$ cat config.mk
export PLATFORM = sky130hd
export DESIGN_NAME = ram_loader
export DESIGN_NICKNAME = d
export VERILOG_FILES = /design/src/rtl/ram_loader.sv
export SDC_FILE = /design/constraint.sdc
export NUM_CORES = 1
export LEC_CHECK = 0
export ABC_CLOCK_PERIOD_IN_PS = 2600
export BUFFER_PORTS_ARGS = -buffer_cell sky130_fd_sc_hd__buf_2
export CAP_MARGIN = 20
export CORE_MARGIN = 5
export CORE_UTILIZATION = 45
export DETAILED_ROUTE_END_ITERATION = 10
export PLACE_DENSITY = 0.59
export SETUP_SLACK_MARGIN = 0.15
export SYNTH_ARGS = -nofsm -noshare
export SYNTH_HDL_FRONTEND = slang
export SYNTH_SLANG_ARGS = --single-unit
$ cat constraint.sdc
create_clock -name clk -period 2.6 [get_ports clk]
set_clock_uncertainty 0.1 [all_clocks]
set_input_delay 0.26 -clock clk [delete_from_list [all_inputs] [get_ports clk]]
set_output_delay 0.26 -clock clk [all_outputs]
set_load 0.03 [all_outputs]
$ cat src/rtl/ram_loader.sv
// ram_loader: 8-deep register-file RAM filled by a valid/ready write stream, read combinationally.
// Optional macro RAM_LOADER_LOCK_EN makes DONE terminal and freezes contents until reset.
module ram_loader #(
  parameter int DATA_W = 8,
  parameter int ADDR_W = 3
) (
  input  logic              clk,
  input  logic              rst_n,
  input  logic              start,
  input  logic              wr_valid,
  input  logic [DATA_W-1:0] wr_data,
  output logic              wr_ready,
  input  logic [ADDR_W-1:0] a,
  output logic [DATA_W-1:0] data,
  output logic              busy,
  output logic              done,
  output logic [ADDR_W:0]   wr_count,
  output logic              locked
);

  localparam int DEPTH = 1 << ADDR_W;

  typedef enum logic [1:0] {
    IDLE = 2'd0,
    LOAD = 2'd1,
    DONE = 2'd2
  } state_t;

  state_t            state_q, state_d;
  logic [ADDR_W-1:0] wr_ptr_q, wr_ptr_d;
  logic [ADDR_W:0]   wr_count_q, wr_count_d;
  logic [DATA_W-1:0] mem_q [DEPTH];
  logic [DATA_W-1:0] mem_d [DEPTH];
  logic              hs;

  // Handshake: a word transfers on an edge where wr_valid && wr_ready; wr_ready
  // depends only on state, never on wr_valid.
  assign hs = wr_valid && (state_q == LOAD);

  always_comb begin
    state_d    = state_q;
    wr_ptr_d   = wr_ptr_q;
    wr_count_d = wr_count_q;
    mem_d      = mem_q;
    case (state_q)
      IDLE: begin
        if (start) begin
          state_d    = LOAD;
          wr_ptr_d   = '0;
          wr_count_d = '0;
        end
      end
      LOAD: begin
        // start is ignored here; a concurrent handshake is all that happens.
        if (hs) begin
          mem_d[wr_ptr_q] = wr_data;
          wr_ptr_d        = wr_ptr_q + 1'b1;
          wr_count_d      = wr_count_q + 1'b1;
          if (wr_ptr_q == {ADDR_W{1'b1}}) begin
            state_d = DONE;
          end
        end
      end
      DONE: begin
`ifndef RAM_LOADER_LOCK_EN
        if (start) begin
          state_d    = LOAD;
          wr_ptr_d   = '0;
          wr_count_d = '0;
        end
`endif
      end
      default: state_d = IDLE;
    endcase
  end

  always_ff @(posedge clk or negedge rst_n) begin
    if (!rst_n) begin
      state_q    <= IDLE;
      wr_ptr_q   <= '0;
      wr_count_q <= '0;
      for (int i = 0; i < DEPTH; i++) begin
        mem_q[i] <= '0;
      end
    end else begin
      state_q    <= state_d;
      wr_ptr_q   <= wr_ptr_d;
      wr_count_q <= wr_count_d;
      mem_q      <= mem_d;
    end
  end

  assign wr_ready = (state_q == LOAD);
  assign busy     = (state_q == LOAD);
  assign done     = (state_q == DONE);
  assign wr_count = wr_count_q;
  // Old contents are returned during a same-address write; the new word appears after the edge.
  assign data     = mem_q[a];

`ifdef RAM_LOADER_LOCK_EN
  assign locked = (state_q == DONE);
`else
  assign locked = 1'b0;
`endif

endmodule
==> results of run 1 <==
[cells by family after synthesis]
family | count (synthesis)
compound gates | 10
xor+xnor | 2
fa+ha+maj | 3
buf+inv | 14
flops | 73
mux | 89
other cells | 1
simple gates | 28
[layout make-up]
cell class,count,area (um^2)
Clock inverter,5,77.6
Clock buffer,11,151
Tap cell,102,128
Fill cell,653,3690
Timing Repair Buffer,36,213
Inverter,1,3.75
Sequential cell,73,1830
Multi-Input combinational cell,133,1600
[synthesized netlist by cell type (2+ instances only)]
| library cell | count | area [um^2] |
|---|---|---|
| a21o_1 | 4 | 30.0 |
| nor3b_4 | 2 | 37.5 |
| nor2b_1 | 5 | 31.3 |
| mux4_1 | 14 | 368 |
| dfrtp_1 | 73 | 1830 |
| mux2_1 | 2 | 22.5 |
| mux2_2 | 71 | 800 |
| xnor2_1 | 2 | 17.5 |
| nor3b_1 | 3 | 22.5 |
| ha_1 | 3 | 37.5 |
| nand2_1 | 5 | 18.8 |
| mux4_2 | 2 | 45.0 |
| a32o_1 | 3 | 30.0 |
| nor2_1 | 2 | 7.51 |
| clkbuf_1 | 4 | 15.0 |
| buf_4 | 3 | 22.5 |
| buf_2 | 2 | 10.0 |
| nand3b_2 | 2 | 22.5 |
[per-stage QoR]
step           hold WS (ns)  area, um^2  worst slack [ns]  instances  power, mW
2_1_floorplan        -0.136        3520             0.858        220       3.19
3_3_place_gp          0.225        3760             0.474        344       3.54
3_5_place_dp          0.219        3760             0.462        344       3.58
4_1_cts              0.0707        4000             0.463        361       4.59
5_1_grt              0.0901        4000             0.409        361       4.82
6_report             0.0803        4000             0.479        361       4.53
[flip-flops by register name, summed over array words and instances (netlist names)]
register	cells
state_q	2
wr_ptr_q	3
wr_count	4
mem_q	64
[path summary, 6_finish.rpt]
check                                start    endpoint  slack (ns)
worst max-delay path                  a[1]     data[2]        0.48
worst min-delay path                 start  state_q[0]        0.08
worst max register to register  state_q[1]   mem_q[12]        0.70
worst min register to register   mem_q[32]   mem_q[32]        0.38
max in group asynchronous            rst_n   mem_q[10]        1.36
min in group asynchronous            rst_n   mem_q[16]        0.37
[cells in the final DEF (no fill, tap or decap), types with 2 or more instances in the layout]
cell type,n
nor2b_1,5
clkbuf_8,11
nor3b_4,2
dfrtp_1,73
mux4_2,2
a21o_1,4
buf_2,29
buf_4,5
mux2_1,2
xnor2_1,2
nor3b_1,3
ha_1,3
a32o_1,3
nor2_1,2
mux2_2,71
bufinv_16,2
nand3b_2,2
nand2_1,5
mux4_1,14
clkinv_2,2
[where the power goes]
part	internal, mW	switching, mW	leakage [nW]
combinational	0.891	0.678	0.843
sequential	1.66	0.296	0.903
clock	0.589	0.415	0.115
total	3.14	1.39	1.86
[repair_timing]
item                      in CTS  in global routing
hold buffers                   1                  0
hold endpoints to repair      25                  0
resized for setup              0                  0
[layer usage]
layer,global-route usage,up-vias
li1,-,909
met1,0.208,1005
met2,0.226,21
met3,0.0481,8
met4,0.0473,0
met5,0,-
[worst max-delay path, delay by kind of cell]
kind | cells | cell delay (ns)
buf+inv | 2 | 0.59
mux | 2 | 0.91
==> flow_metrics.env, run 1 <==
export IMPL_outcome="completed"
export IMPL_grt_ovfl_total=0
export IMPL_hold_viol=0
export IMPL_grt_usage=0.150
export IMPL_worst_path_max_delay_cell="mux4_1"
export IMPL_p_per_area_mw_per_mm2=1130
export IMPL_grt_max_degree=49
export IMPL_routed_wl_met3_um=220
export IMPL_place_congestion=0.700
export IMPL_hold_class="primary input to register"
export IMPL_syn_area_mm2=0.00352
export IMPL_grt_first_pass_wirelength_mm=11.2
export IMPL_antenna_found_initial=0
export IMPL_path_class="primary input to output pin"
export IMPL_synth_top_family_by_area="multiplexers"
export IMPL_syn_inst=220
export IMPL_synth_edf_count=0
export IMPL_clk_pin_slew_ns=0.07
export IMPL_routed_top_layer="met4"
export IMPL_vias=1943
export IMPL_min_period_over_period=0.816
export IMPL_power_leakage_nw=1.86
export IMPL_seq_area_frac_synth=0.519
export IMPL_wl_met2_mm=3.18
export IMPL_path_cells="buf_2 > mux4_1 > mux2_2 > buf_2"
export IMPL_synth_ff_latch_count=73
export IMPL_core_area_mm2=0.00769
export IMPL_area_growth_pct=13.7
export IMPL_tns_ns=0
export IMPL_ant_nets=0
export IMPL_start_util=0.458
export IMPL_tightest_slew_ns=0.628
export IMPL_fin_crit_ns=2.12
export IMPL_synth_xor_area_frac=0.00498
export IMPL_utilization=0.520
export IMPL_die_h_um=98.4
export IMPL_arrival_ns=1.76
export IMPL_final_max_slew_viol_count=0
export IMPL_wl_mm=6.69
export IMPL_mappedNetlistNets=238
export IMPL_port_buffers=29
export IMPL_drtPass1Iterations=4
export IMPL_fmax_ghz=0.471
export IMPL_postSynth_asyncResetShare=1.00
export IMPL_cts_sinks=73
export IMPL_clockRootBuffer="clkbuf_8"
export IMPL_startpoint_type="primary input"
export IMPL_cts_max_path_buffers=2
export IMPL_rows=32
export IMPL_postCtsSetupBuffers=0
export IMPL_dieArea_mm2=0.00969
export IMPL_yosys_warnings=0
export IMPL_layout_drive_gt1_share=0.502
export IMPL_met1Wirelength_mm=3.20
export IMPL_ys_types=36
export IMPL_synth_adder_area_share=0.0107
export IMPL_rsz0062_at_grt="false"
export IMPL_cts_buffers=9
export IMPL_holdPathStages=3
export IMPL_wire_per_inst_um=18.5
export IMPL_cap_violations=0
export IMPL_antenna_diode_count=0
export IMPL_slowest_delay_ns=0.62
export IMPL_drc_errors=0
export IMPL_synth_compound_area_frac=0.0235
export IMPL_synth_area_mux_share=0.351
export IMPL_dp_hpwl_mm=4.32
export IMPL_reg2regPathDepth=3
export IMPL_setup_violations_final=0
export IMPL_htreeDepth=3
export IMPL_crit_fanout=16
export IMPL_routed_via_density=5.38
export IMPL_cp_required_ns=2.24
export IMPL_grt_pass1_vias=2045
export IMPL_cts_tree="built"
export IMPL_yosys_area_share_simple=0.0637
export IMPL_synthFlopType="dfrtp_1"
export IMPL_critPathCaptureType="output pin"
export IMPL_cpMostUsedCell="buf_2"
export IMPL_nets=272
export IMPL_avgSynthCellArea_um2=16.0
export IMPL_num_io_pins=31
export IMPL_ir_drop_mv=0.445
export IMPL_die_width_um=98.4
export IMPL_relSlewSlack=0.581
export IMPL_clk_latency_ns=0.34
export IMPL_drt_iter0_drc=66
Note: power is estimated with default switching activity, not from simulation.
==> run 2, diff against run 1 <==
ABC_CLOCK_PERIOD_IN_PS = 1700   (was 2600)
PLACE_DENSITY = 0.61   (was 0.59)
clock period = 1.7 ns   (was 2.6 ns; I/O delays follow)
==> run 2 against run 1 <==
The run now ends with negative setup slack left. Wire length up 10%. Clock power is 40% higher. Setup slack lost 0.67 ns. Sequential share of layout area shrank 6.1 points. Sequential power up 57%. Via count up 8.7%. Utilization grew 8.1 points. Global-route usage up 0.67 points. Combinational power is 130% higher. Critical path type is now register to output pin. Largest cell class unchanged.
==> flow_metrics.env, run 2 (synthesized netlist as in run 1, its figures left out) <==
export IMPL_rsz0062_at_grt="true"
export IMPL_clk_pin_slew_ns=0.07
export IMPL_routed_via_density=5.42
export IMPL_largest_reg_flops=64
export IMPL_startpoint_type="register"
export IMPL_grt_usage=0.157
export IMPL_die_width_um=98.4
export IMPL_fmax_ghz=0.529
export IMPL_cap_violations=0
export IMPL_layout_drive_gt1_share=0.632
export IMPL_final_max_slew_viol_count=0
export IMPL_area_growth_pct=31.3
export IMPL_crit_reg2reg_launch="wr_ptr_q[2]"
export IMPL_outcome="finished with violations"
export IMPL_ir_drop_mv=0.810
export IMPL_worst_path_max_delay_cell="mux4_2"
export IMPL_path_class="register to output pin"
export IMPL_layout_setup_ws_ns=-0.191
export IMPL_hold_viol=0
export IMPL_clk_latency_ns=0.34
export IMPL_hp_start="start"
export IMPL_vias=2112
export IMPL_dp_hpwl_mm=4.64
export IMPL_path_cells="mux4_2 > mux2_4 > buf_6"
export IMPL_drc_errors=0
export IMPL_post_place_ws_ns=-0.0404
export IMPL_nets=301
export IMPL_hold_class="primary input to register"
export IMPL_grt_pass1_vias=2168
export IMPL_dieArea_mm2=0.00969
export IMPL_p_per_area_mw_per_mm2=1760
export IMPL_num_io_pins=31
export IMPL_grt_first_pass_wirelength_mm=11.7
export IMPL_violations="negative setup slack"
export IMPL_clockRootBuffer="clkbuf_8"
export IMPL_setup_worst_path_start="mem_q[28]"
export IMPL_grt_max_degree=39
export IMPL_grt_ovfl_total=0
export IMPL_ant_nets=0
export IMPL_final_common_cell="dfrtp_1"
export IMPL_place_congestion=0.739
export IMPL_setup_violations_final=8
export IMPL_timing_hold_ws_ns=0.0299
export IMPL_drt_iter0_drc=79
export IMPL_port_buffers=29
export IMPL_drtPass1Iterations=4
export IMPL_core_area_mm2=0.00769
export IMPL_die_h_um=98.4
export IMPL_cts_sinks=73
export IMPL_fin_crit_ns=1.89
export IMPL_start_util=0.458
export IMPL_cts_tree="built"
export IMPL_cp_required_ns=1.43
export IMPL_final_cell_mix="dfrtp_1, mux2_4, buf_6, buf_2, mux4_2"
export IMPL_crit_fanout=2
export IMPL_slowest_delay_ns=0.47
export IMPL_power_leakage_nw=2.25
export IMPL_top_register="mem_q"
export IMPL_rows=32
export IMPL_cts_buffers=9
export IMPL_wl_mm=7.38
export IMPL_htreeDepth=3
export IMPL_min_period_over_period=1.11
export IMPL_arrival_ns=1.62
export IMPL_cts_max_path_buffers=2
export IMPL_antenna_found_initial=0
export IMPL_wire_per_inst_um=18.9
export IMPL_critPathCaptureType="output pin"
export IMPL_antenna_diode_count=0
[run 2: changes by cell type in the layout (fill, tap and decap cells not counted), sizes merged]
cell | previous run | this run
clkinv | 2 | 1
buf | 35 | 64
bufinv | 2 | 1
clkbuf | 11 | 14
clkinvlp | 1 | 0
[run 2: power by group]
part	internal [mW]	switching [mW]
logic	2.33	1.33
clock network	0.798	0.604
registers	2.55	0.524
[run 2: per-stage QoR]
step	instance area, um^2	setup TNS (ns)	utilization	std cells	power [mW]
final	4620	-1.45	0.601	390	8.13
after detailed placement	3980	-0.126	0.517	362	5.67
after CTS	4440	-1.57	0.578	381	7.79
after global placement	3980	-0.0547	0.517	362	5.61
after global routing	4620	-2.03	0.601	390	8.57
after floorplan	3550	0	-	220	4.95
[run 2: layout make-up]
cell class / count / area, um^2
repair buffers: 65 / 626
clock inverters: 2 / 35.0
flip-flops and latches: 73 / 1830
fillers: 628 / 3070
well taps: 102 / 128
inverters: 1 / 3.75
multi-input cells: 133 / 1830
clock buffers: 14 / 173
[run 2: final timing paths]
kind                          endpoint  slack, ns  depth (start not counted)
setup / recovery               data[4]      -0.19                          3
hold / removal              state_q[0]       0.03                          3
max in group asynchronous  wr_ptr_q[1]       0.69                          3
min in group asynchronous    mem_q[55]       0.17                          2
hold reg to reg              mem_q[30]       0.41                          1
setup reg to reg             mem_q[43]       0.05                          5
[run 2: layer usage]
metal	vias to the layer above	track usage	routed length [um]
li1	948	-	-
met1	1111	0.227	3540
met2	44	0.226	3400
met3	9	0.0439	330
met4	0	0.0567	109
met5	-	0	0
[run 2: critical path, delay by kind of cell, from the launching register on]
kind	cells	cell delay [ns]
flip-flops	1	0.39
buffers and inverters	1	0.14
multiplexers	2	0.76
[run 2: timing repair]
action | CTS | global route
buffers inserted | 2 | 9
hold endpoints to repair | 51 | 0
setup endpoints to repair | 42 | 74
gates resized for setup | 93 | 31
pin swaps | 4 | 5
hold buffers | 1 | 0
==> run 3, diff against run 2 <==
==> constraint.sdc (replaced) <==
create_clock -name clk -period 1.7 [get_ports clk]
set_clock_uncertainty 0.1 [all_clocks]
set_input_delay 0.085 -clock clk [delete_from_list [all_inputs] [get_ports clk]]
set_output_delay 0.085 -clock clk [all_outputs]
set_load 0.03 [all_outputs]
==> run 3 against run 2 <==
The flow still finishes with violations (negative setup slack). Maximum frequency is 4.1% higher. Setup slack improved by 0.075 ns. Sequential power about the same. Non-clock buffer count is 3 lower. Hold slack worse by 0.0084 ns. Combinational power is 6.0% lower. Design area decreased by 0.92%. Utilization fell by 0.55 points. Sequential share of layout area grew 0.37 points. Register-to-register slack lost 0.02 ns.
==> flow_metrics.env, run 3 (synthesized netlist as in run 1, its figures left out) <==
export IMPL_outcome="finished with violations"
export IMPL_violations="negative setup slack"
export IMPL_final_cells=387
export IMPL_largest_reg_flops=64
export IMPL_drt_iter0_drc=88
export IMPL_hold_viol=0
export IMPL_antenna_found_initial=0
export IMPL_place_congestion=0.700
export IMPL_antenna_diode_count=0
export IMPL_setup_violations_final=8
export IMPL_top_register="mem_q"
export IMPL_core_area_mm2=0.00769
export IMPL_startpoint_type="register"
export IMPL_nets=298
export IMPL_grt_pass1_vias=2215
export IMPL_cts_buffers=9
export IMPL_num_io_pins=31
export IMPL_grt_first_pass_wirelength_mm=12.0
export IMPL_switching_share=0.307
export IMPL_final_max_slew_viol_count=0
export IMPL_fin_crit_ns=1.82
export IMPL_cp_required_ns=1.51
export IMPL_layout_setup_ws_ns=-0.117
export IMPL_finalPower_mw=7.99
export IMPL_crit_fanout=2
export IMPL_arrival_ns=1.63
export IMPL_clockRootBuffer="clkbuf_8"
export IMPL_fmax_ghz=0.550
export IMPL_start_util=0.458
export IMPL_rsz0062_at_grt="true"
export IMPL_nFillCells=617
export IMPL_critPathCaptureType="output pin"
export IMPL_die_width_um=98.4
export IMPL_final_cell_mix="dfrtp_1, mux2_4, mux2_2, buf_2, mux4_2"
export IMPL_min_period_over_period=1.07
export IMPL_port_buffers=29
export IMPL_wire_per_inst_um=19.2
export IMPL_timing_hold_ws_ns=0.0215
export IMPL_dp_hpwl_mm=4.48
export IMPL_seqPwrFrac=0.388
export IMPL_grt_ovfl_total=0
export IMPL_clk_pin_slew_ns=0.08
export IMPL_cap_violations=0
export IMPL_rows=32
export IMPL_cts_max_path_buffers=2
export IMPL_grt_max_degree=74
export IMPL_cts_sinks=73
export IMPL_p_int_mw=5.54
export IMPL_p_comb_frac=0.430
export IMPL_dp_cells=354
export IMPL_ant_nets=0
export IMPL_layout_drive_gt1_share=0.600
export IMPL_drc_errors=0
export IMPL_wl_mm=7.43
export IMPL_cts_tree="built"
export IMPL_ir_drop_mv=0.773
export IMPL_power_frac_clock=0.182
export IMPL_p_per_area_mw_per_mm2=1740
export IMPL_dpl_cell_area_mm2=0.00393
export IMPL_vias=2077
export IMPL_grt_usage=0.160
export IMPL_fin_area_mm2=0.00458
export IMPL_drtPass1Iterations=4
export IMPL_area_growth_pct=30.1
export IMPL_final_common_cell="dfrtp_1"
export IMPL_p_sw_mw=2.45
export IMPL_clk_latency_ns=0.34
export IMPL_die_h_um=98.4
export IMPL_path_class="register to output pin"
export IMPL_routed_via_density=5.37
export IMPL_htreeDepth=3
export IMPL_power_leakage_nw=2.21
export IMPL_dieArea_mm2=0.00969
export IMPL_hold_class="primary input to register"
## run 3: changes by cell type in the layout (fill, tap and decap cells not counted), sizes merged
cell         delta
buf            -13
bufinv          +1
clkbuf          -3
clkinv          +2
clkinvlp        +1
dlygate4sd3     +9
## run 3: final timing paths
path	start	end	slack, ns	cells past startpoint
max in group asynchronous	rst_n	wr_ptr_q[0]	0.98	3
hold / removal	wr_valid	state_q[1]	0.02	2
min in group asynchronous	rst_n	mem_q[7]	0.20	3
hold reg to reg	mem_q[0]	mem_q[0]	0.41	1
setup / recovery	mem_q[10]	data[2]	-0.12	3
setup reg to reg	wr_ptr_q[2]	mem_q[45]	0.03	4
## run 3: critical path, cell delays in order, from the launching register on
cell	delay, ns
dfrtp_1	0.40
mux4_2	0.48
mux2_4	0.28
buf_6	0.14
## run 3: cell type report
class / instances / area [um^2] / share of cell area
well taps: 102 / 128 / 0.0279
clock inverters: 6 / 82.6 / 0.0180
flip-flops and latches: 73 / 1830 / 0.400
inverters: 1 / 3.75 / 0.000820
clock buffers: 10 / 128 / 0.0279
repair buffers: 62 / 596 / 0.130
multi-input cells: 133 / 1810 / 0.396
## run 3: per-stage QoR
step                 util  setup TNS [ns]  setup slack (ns)
floorplan               -               0            0.0977
global placement    0.511         -0.0460          -0.00647
detailed placement  0.511          -0.372           -0.0576
CTS                 0.586          -0.999            -0.133
global route        0.596           -1.29            -0.158
finish              0.596          -0.832            -0.117
## run 3: repair_timing
item | in CTS | in global routing
pin swaps | 3 | 2
gates resized for setup | 94 | 12
hold buffers | 10 | 0
setup endpoints to repair | 65 | 76
endpoints found under the hold margin | 125 | 0
setup buffers | 2 | 5
## run 3: power groups by stage
stage                     clock network [mW]  registers (mW)  logic, mW
after detailed placement                   0            3.04       2.56
after global routing                    1.57            3.19       3.65
after floorplan                            0            2.91       1.98
final                                   1.45            3.10       3.44
after global placement                     0            3.02       2.50
after CTS                               1.50            3.08       3.31
## run 3: routing by layer
metal / wire (um) / GRT usage
met5: 0 / 0
met4: 111 / 0.0567
met1: 3550 / 0.230
met2: 3510 / 0.243
met3: 262 / 0.0318
